<file path="src/rtl/row_band_feeder.sv">
// Row band feeder: buffers 4 raster rows in a circular store and emits 4-pixel columns,
// advancing 2 rows per band. Define ROW_BAND_FEEDER_STALL_CNT_EN to add the stall_cnt output.
module row_band_feeder #(
  parameter int IMG_W = 8,
  parameter int IMG_H = 8,
  parameter int DW    = 8
) (
  input  logic          CLK,
  input  logic          RESET,
  input  logic          start,
  input  logic [DW-1:0] pix_in,
  input  logic          pix_valid,
  output logic          pix_ready,
  output logic [DW-1:0] in1,
  output logic [DW-1:0] in2,
  output logic [DW-1:0] in3,
  output logic [DW-1:0] in4,
  output logic          col_valid,
  input  logic          col_ready,
  output logic          band_last,
  output logic          frame_done,
`ifdef ROW_BAND_FEEDER_STALL_CNT_EN
  output logic [15:0]   stall_cnt,
`endif
  output logic          busy
);

  localparam int CW = (IMG_W > 1) ? $clog2(IMG_W) : 1;
  localparam int BW = (IMG_H > 1) ? $clog2(IMG_H) : 1;
  localparam logic [CW-1:0] LAST_COL  = CW'(IMG_W - 1);
  localparam logic [BW-1:0] LAST_BAND = BW'((IMG_H - 4) / 2);

  localparam logic [2:0] S_IDLE   = 3'd0;
  localparam logic [2:0] S_FILL   = 3'd1;
  localparam logic [2:0] S_STREAM = 3'd2;
  localparam logic [2:0] S_REFILL = 3'd3;
  localparam logic [2:0] S_DONE   = 3'd4;

  logic [2:0]    state_reg;
  logic [CW-1:0] wr_col_reg;
  logic [1:0]    wr_row_reg;
  logic [CW-1:0] col_cnt_reg;
  logic [BW-1:0] band_reg;
  logic [1:0]    top_ptr_reg;

  logic [DW-1:0] store [4][IMG_W];
  logic [DW-1:0] col_pix [4];
  logic          pix_fire;
  logic          col_fire;
  logic [1:0]    wr_row_last;

  assign pix_ready   = (state_reg == S_FILL) || (state_reg == S_REFILL);
  assign col_valid   = (state_reg == S_STREAM);
  assign band_last   = col_valid && (col_cnt_reg == LAST_COL);
  assign frame_done  = (state_reg == S_DONE);
  assign busy        = (state_reg != S_IDLE);
  assign pix_fire    = pix_valid && pix_ready;
  assign col_fire    = col_valid && col_ready;
  // A full fill loads all 4 rows; a refill replaces only the 2 oldest.
  assign wr_row_last = (state_reg == S_FILL) ? 2'd3 : 2'd1;

  // Row store is not reset; the 2-bit pointer arithmetic wraps modulo 4 naturally.
  always_ff @(posedge CLK) begin
    if (pix_fire)
      store[top_ptr_reg + wr_row_reg][wr_col_reg] <= pix_in;
  end

  genvar gi;
  generate
    for (gi = 0; gi < 4; gi++) begin : g_col
      assign col_pix[gi] = col_valid ? store[top_ptr_reg + 2'(gi)][col_cnt_reg] : '0;
    end
  endgenerate

  assign in1 = col_pix[0];
  assign in2 = col_pix[1];
  assign in3 = col_pix[2];
  assign in4 = col_pix[3];

  always_ff @(posedge CLK or posedge RESET) begin
    if (RESET) begin
      state_reg   <= S_IDLE;
      wr_col_reg  <= '0;
      wr_row_reg  <= '0;
      col_cnt_reg <= '0;
      band_reg    <= '0;
      top_ptr_reg <= '0;
    end else begin
      case (state_reg)
        S_IDLE: begin
          if (start) begin
            state_reg   <= S_FILL;
            wr_col_reg  <= '0;
            wr_row_reg  <= '0;
            col_cnt_reg <= '0;
            band_reg    <= '0;
            top_ptr_reg <= '0;
          end
        end
        S_FILL, S_REFILL: begin
          if (pix_fire) begin
            if (wr_col_reg == LAST_COL) begin
              wr_col_reg <= '0;
              if (wr_row_reg == wr_row_last) begin
                wr_row_reg <= '0;
                state_reg  <= S_STREAM;
                if (state_reg == S_REFILL)
                  top_ptr_reg <= top_ptr_reg + 2'd2;
              end else begin
                wr_row_reg <= wr_row_reg + 2'd1;
              end
            end else begin
              wr_col_reg <= wr_col_reg + 1'b1;
            end
          end
        end
        S_STREAM: begin
          if (col_fire) begin
            if (col_cnt_reg == LAST_COL) begin
              col_cnt_reg <= '0;
              if (band_reg == LAST_BAND) begin
                state_reg <= S_DONE;
              end else begin
                state_reg  <= S_REFILL;
                band_reg   <= band_reg + 1'b1;
                wr_row_reg <= '0;
                wr_col_reg <= '0;
              end
            end else begin
              col_cnt_reg <= col_cnt_reg + 1'b1;
            end
          end
        end
        S_DONE:  state_reg <= S_IDLE;
        default: state_reg <= S_IDLE;
      endcase
    end
  end

`ifdef ROW_BAND_FEEDER_STALL_CNT_EN
  logic [15:0] stall_cnt_reg;

  always_ff @(posedge CLK or posedge RESET) begin
    if (RESET) begin
      stall_cnt_reg <= '0;
    end else if ((state_reg == S_IDLE) && start) begin
      stall_cnt_reg <= '0;
    end else if (col_valid && !col_ready && (stall_cnt_reg != 16'hFFFF)) begin
      stall_cnt_reg <= stall_cnt_reg + 16'd1;
    end
  end

  assign stall_cnt = stall_cnt_reg;
`endif

endmodule
</file>
<file path="config.mk">
export PLATFORM = sky130hd
export DESIGN_NAME = row_band_feeder
export DESIGN_NICKNAME = d
export VERILOG_FILES = /design/src/rtl/row_band_feeder.sv
export SDC_FILE = /design/constraint.sdc
export NUM_CORES = 1
export LEC_CHECK = 0
export CAP_MARGIN = 20
export CORE_ASPECT_RATIO = 1.75
export CORE_MARGIN = 10
export CORE_UTILIZATION = 66
export DETAILED_ROUTE_END_ITERATION = 10
export GPL_ROUTABILITY_DRIVEN = 1
export PLACE_DENSITY = 0.85
export SLEW_MARGIN = 20
export SYNTH_ARGS = -nofsm -noshare
export SYNTH_HDL_FRONTEND = slang
export SYNTH_SLANG_ARGS = --single-unit
</file>
<file path="constraint.sdc">
create_clock -name CLK -period 4.6 [get_ports CLK]
set_clock_uncertainty 0.15 [all_clocks]
set_input_delay 0.92 -clock CLK [delete_from_list [all_inputs] [get_ports CLK]]
set_output_delay 0.92 -clock CLK [all_outputs]
set_load 0.02 [all_outputs]
</file>
==> results.cfg <==
[critical_path]
cp-start-kind = register
rrSetupSlack_ps = 1540
worstPathArrival_ps = 3290
worst-path-max-fanout = 32
reg2reg_to = store[2][4]$_DFFE_PP_
r2r_cells = 4
cp_cell_sequence = or3b_4, nor3_4, buf_4, a22oi_1, o21ai_1, clkdlybuf4s50_1
cp.required_ps = 3530
slowest_delay_ps = 670
worstSetupEndpointType = output pin
slowest_stage = clkdlybuf4s50_1
crit_type = reg2out
reg2reg_from = top_ptr_reg[1]$_DFFE_PP0P_

[timing]
min_period_over_period_pct = 94.70
setup-violations-final = 0
fmax_ghz = 0.2296
hold_viol_final = 0
tns_ps = 0
fin_hold_ws_ps = 415.1
rsz0062_at_grt = false
slew_headroom_pct = 35.37
fin_crit_ps = 4356
timing_max_transition_violations_final = 0
tightest_slew_ps = 965.9

[logic_synthesis]
ys.flop_type = edfxtp_1
async_flop_share_pct = 5.535
synth_edf_count = 256
synth_top_area_share_pct = 60.33
synth_common_cells = 256 x edfxtp_1, 128 x mux4_2, 39 x nor2_1, 37 x mux2i_1, 32 x a22oi_1
synth.largest_area_cell = edfxtp_1
synth_compound_area_share_pct = 4.419
yosys.area_share.simple_pct = 3.132
synth.distinct_cells = 42
yosysSeqAreaShare_pct = 63.28
synth_cells = 674
ys_warn_count = 0
syn_area_per_cell_um2 = 18.91
synth_xor_area_share_pct = 0.2062
synth-adder-area-share_pct = 0.5892
synth_area_leaders = edfxtp_1 60%, mux4_2 23%, dfrtp_1 2.9%
ys_seq_elements = 271
synth_area_um2 = 12740
synthMuxAreaShare_pct = 25.62
yosysMostFrequentCell = edfxtp_1
syn_nets = 693
synth_top_family_by_area = multiplexers

[clock_tree]
holdBufCountCts = 0
cts_tree = built
cts.sinks = 271
cts.clk_slew.worst_paths_ps = 70
cts_setup_buffers = 0
clk_latency_ps = 510
numCtsBuffers = 23
clock-root-buffer = clkbuf_16
htreeDepth = 1
clock_path_buffers = 3
cts_resized = 0

[job]
drv_cap = 0

[min_path]
min_to = band_reg[1]$_DFFE_PP0P_
hold_path_depth = 1
hold_path_startpoint = band_reg[1]$_DFFE_PP0P_
hold_class = reg2reg

[layout]
drive_above_1_share_pct = 26.61
fill_cells = 1066
final_cell_area_um2 = 14220
top_register = store
largest_reg_flops = 256
area_delta_synth_final_pct = 11.57
diodes = 0
layout.nets = 732

[power_and_ir_drop]
max-vdd-ir-drop_mv = 0.5094
power_density_nw_per_um2 = 484.0
p_leak_nw = 4.650

[global_route]
antenna_found_initial = 0
track_usage_pct = 23.00
grt_pass1_wl_um = 46170
grt_max_degree = 64
overflow = 0
grt_pass1_vias = 7598

[place]
gp_congestion = 0.8392
dp_hpwl_um = 19070
portBuffers = 49
placed_area_um2 = 13390

[drt]
wl_um = 29540
wl_met1_um = 10250
vias = 7210
route.detailed.drc = 0
dr.pass1.iters = 5
avgViaCountPerCell = 7.433
top_layer_used = met4
wl_met3_um = 2246
drt_iter0_drc = 876
antenna_left = 0
avgRoutedWirePerCell_um = 30.45
met2_length_um = 15990

[outcome]
status = finished clean

[die]
num_io_pins = 50
die_x_um = 125.0
core-area_um2 = 19110
fp.dieArea_um2 = 25480
start_util_pct = 66.67
core.rowCount = 67
die_h_um = 203.8
-- how the worst max path moves through the flow --
stage / start / to
finish: state_reg[1]$_DFFE_PP0P_ / in1[1]
CTS: state_reg[1]$_DFFE_PP0P_ / in2[2]
floorplan: state_reg[1]$_DFFE_PP0P_ / in2[0]
global route: top_ptr_reg[1]$_DFFE_PP0P_ / in3[2]
detailed placement: state_reg[1]$_DFFE_PP0P_ / in1[1]
global placement: top_ptr_reg[1]$_DFFE_PP0P_ / in3[1]
-- layer usage --
metal  track usage [%]  vias to the layer above
met5                 0                        -
met4             9.125                        0
met3             3.038                       89
met2             39.85                      442
met1             28.81                     3761
li1                  -                     2918
-- power breakdown --
part | switching, mW | leakage (nW) | internal (mW)
logic | 0.901 | 1.76 | 0.745
clock network | 0.860 | 0.414 | 1.36
registers | 0.145 | 2.47 | 2.87
total | 1.91 | 4.65 | 4.97
-- through the flow --
| stage | setup slack, ps | instances | power (mW) | util [%] |
|---|---|---|---|---|
| 6_report | 244.0 | 970 | 6.880 | 74.38 |
| 5_1_grt | 145.1 | 970 | 7.095 | 74.38 |
| 3_5_place_dp | 822.5 | 929 | 4.681 | 70.07 |
| 3_3_place_gp | 912.9 | 929 | 4.599 | 70.07 |
| 4_1_cts | 268.2 | 970 | 6.898 | 74.59 |
| 2_1_floorplan | 1786 | 674 | 4.186 | - |
-- layout make-up --
type / instances / area [um^2] / share of cell area (%)
Sequential cell: 271 / 8071 / 56.78
Clock buffer: 24 / 579.3 / 4.075
Tap cell: 241 / 301.5 / 2.121
Multi-Input combinational cell: 345 / 4328 / 30.44
Timing Repair Buffer: 63 / 618.1 / 4.348
Inverter: 9 / 33.78 / 0.2376
Clock inverter: 17 / 284.0 / 1.998
-- kinds of logic (layout without fill, tap and decap cells) --
family	count (synthesis)	after routing
buf+inv	58	113
simple gates	81	81
compound gates	89	89
flops	271	271
fa+ha+maj	6	6
mux	166	166
xor+xnor	3	3
-- worst max-delay path: cells and delay by family, from the launching register on --
| family | cells | cell delay (ps) |
|---|---|---|
| AOI/OAI and AO/OA | 2 | 430 |
| buffers and inverters | 2 | 1080 |
| DFF | 1 | 630 |
| and+or+nand+nor | 2 | 620 |
-- placed cells by master (no fill, tap or decap), types with 5 or more instances in the layout --
cell type / Yosys / layout
buf_4: 7 / 9
bufinv_16: 0 / 8
mux4_2: 128 / 128
clkbuf_16: 0 / 23
buf_2: 19 / 8
clkinv_1: 0 / 5
clkdlybuf4s50_1: 0 / 41
inv_1: 8 / 8
nor2_1: 39 / 39
buf_12: 0 / 5
nand2_1: 12 / 12
o21ai_1: 27 / 27
a22oi_1: 32 / 32
mux2i_1: 37 / 37
o21ai_0: 16 / 16
a22o_1: 5 / 5
nand2b_1: 5 / 5
ha_1: 6 / 6
nand3_1: 9 / 9
dfrtp_1: 15 / 12
edfxtp_1: 256 / 256
Note: power is estimated with default switching activity, not from simulation.
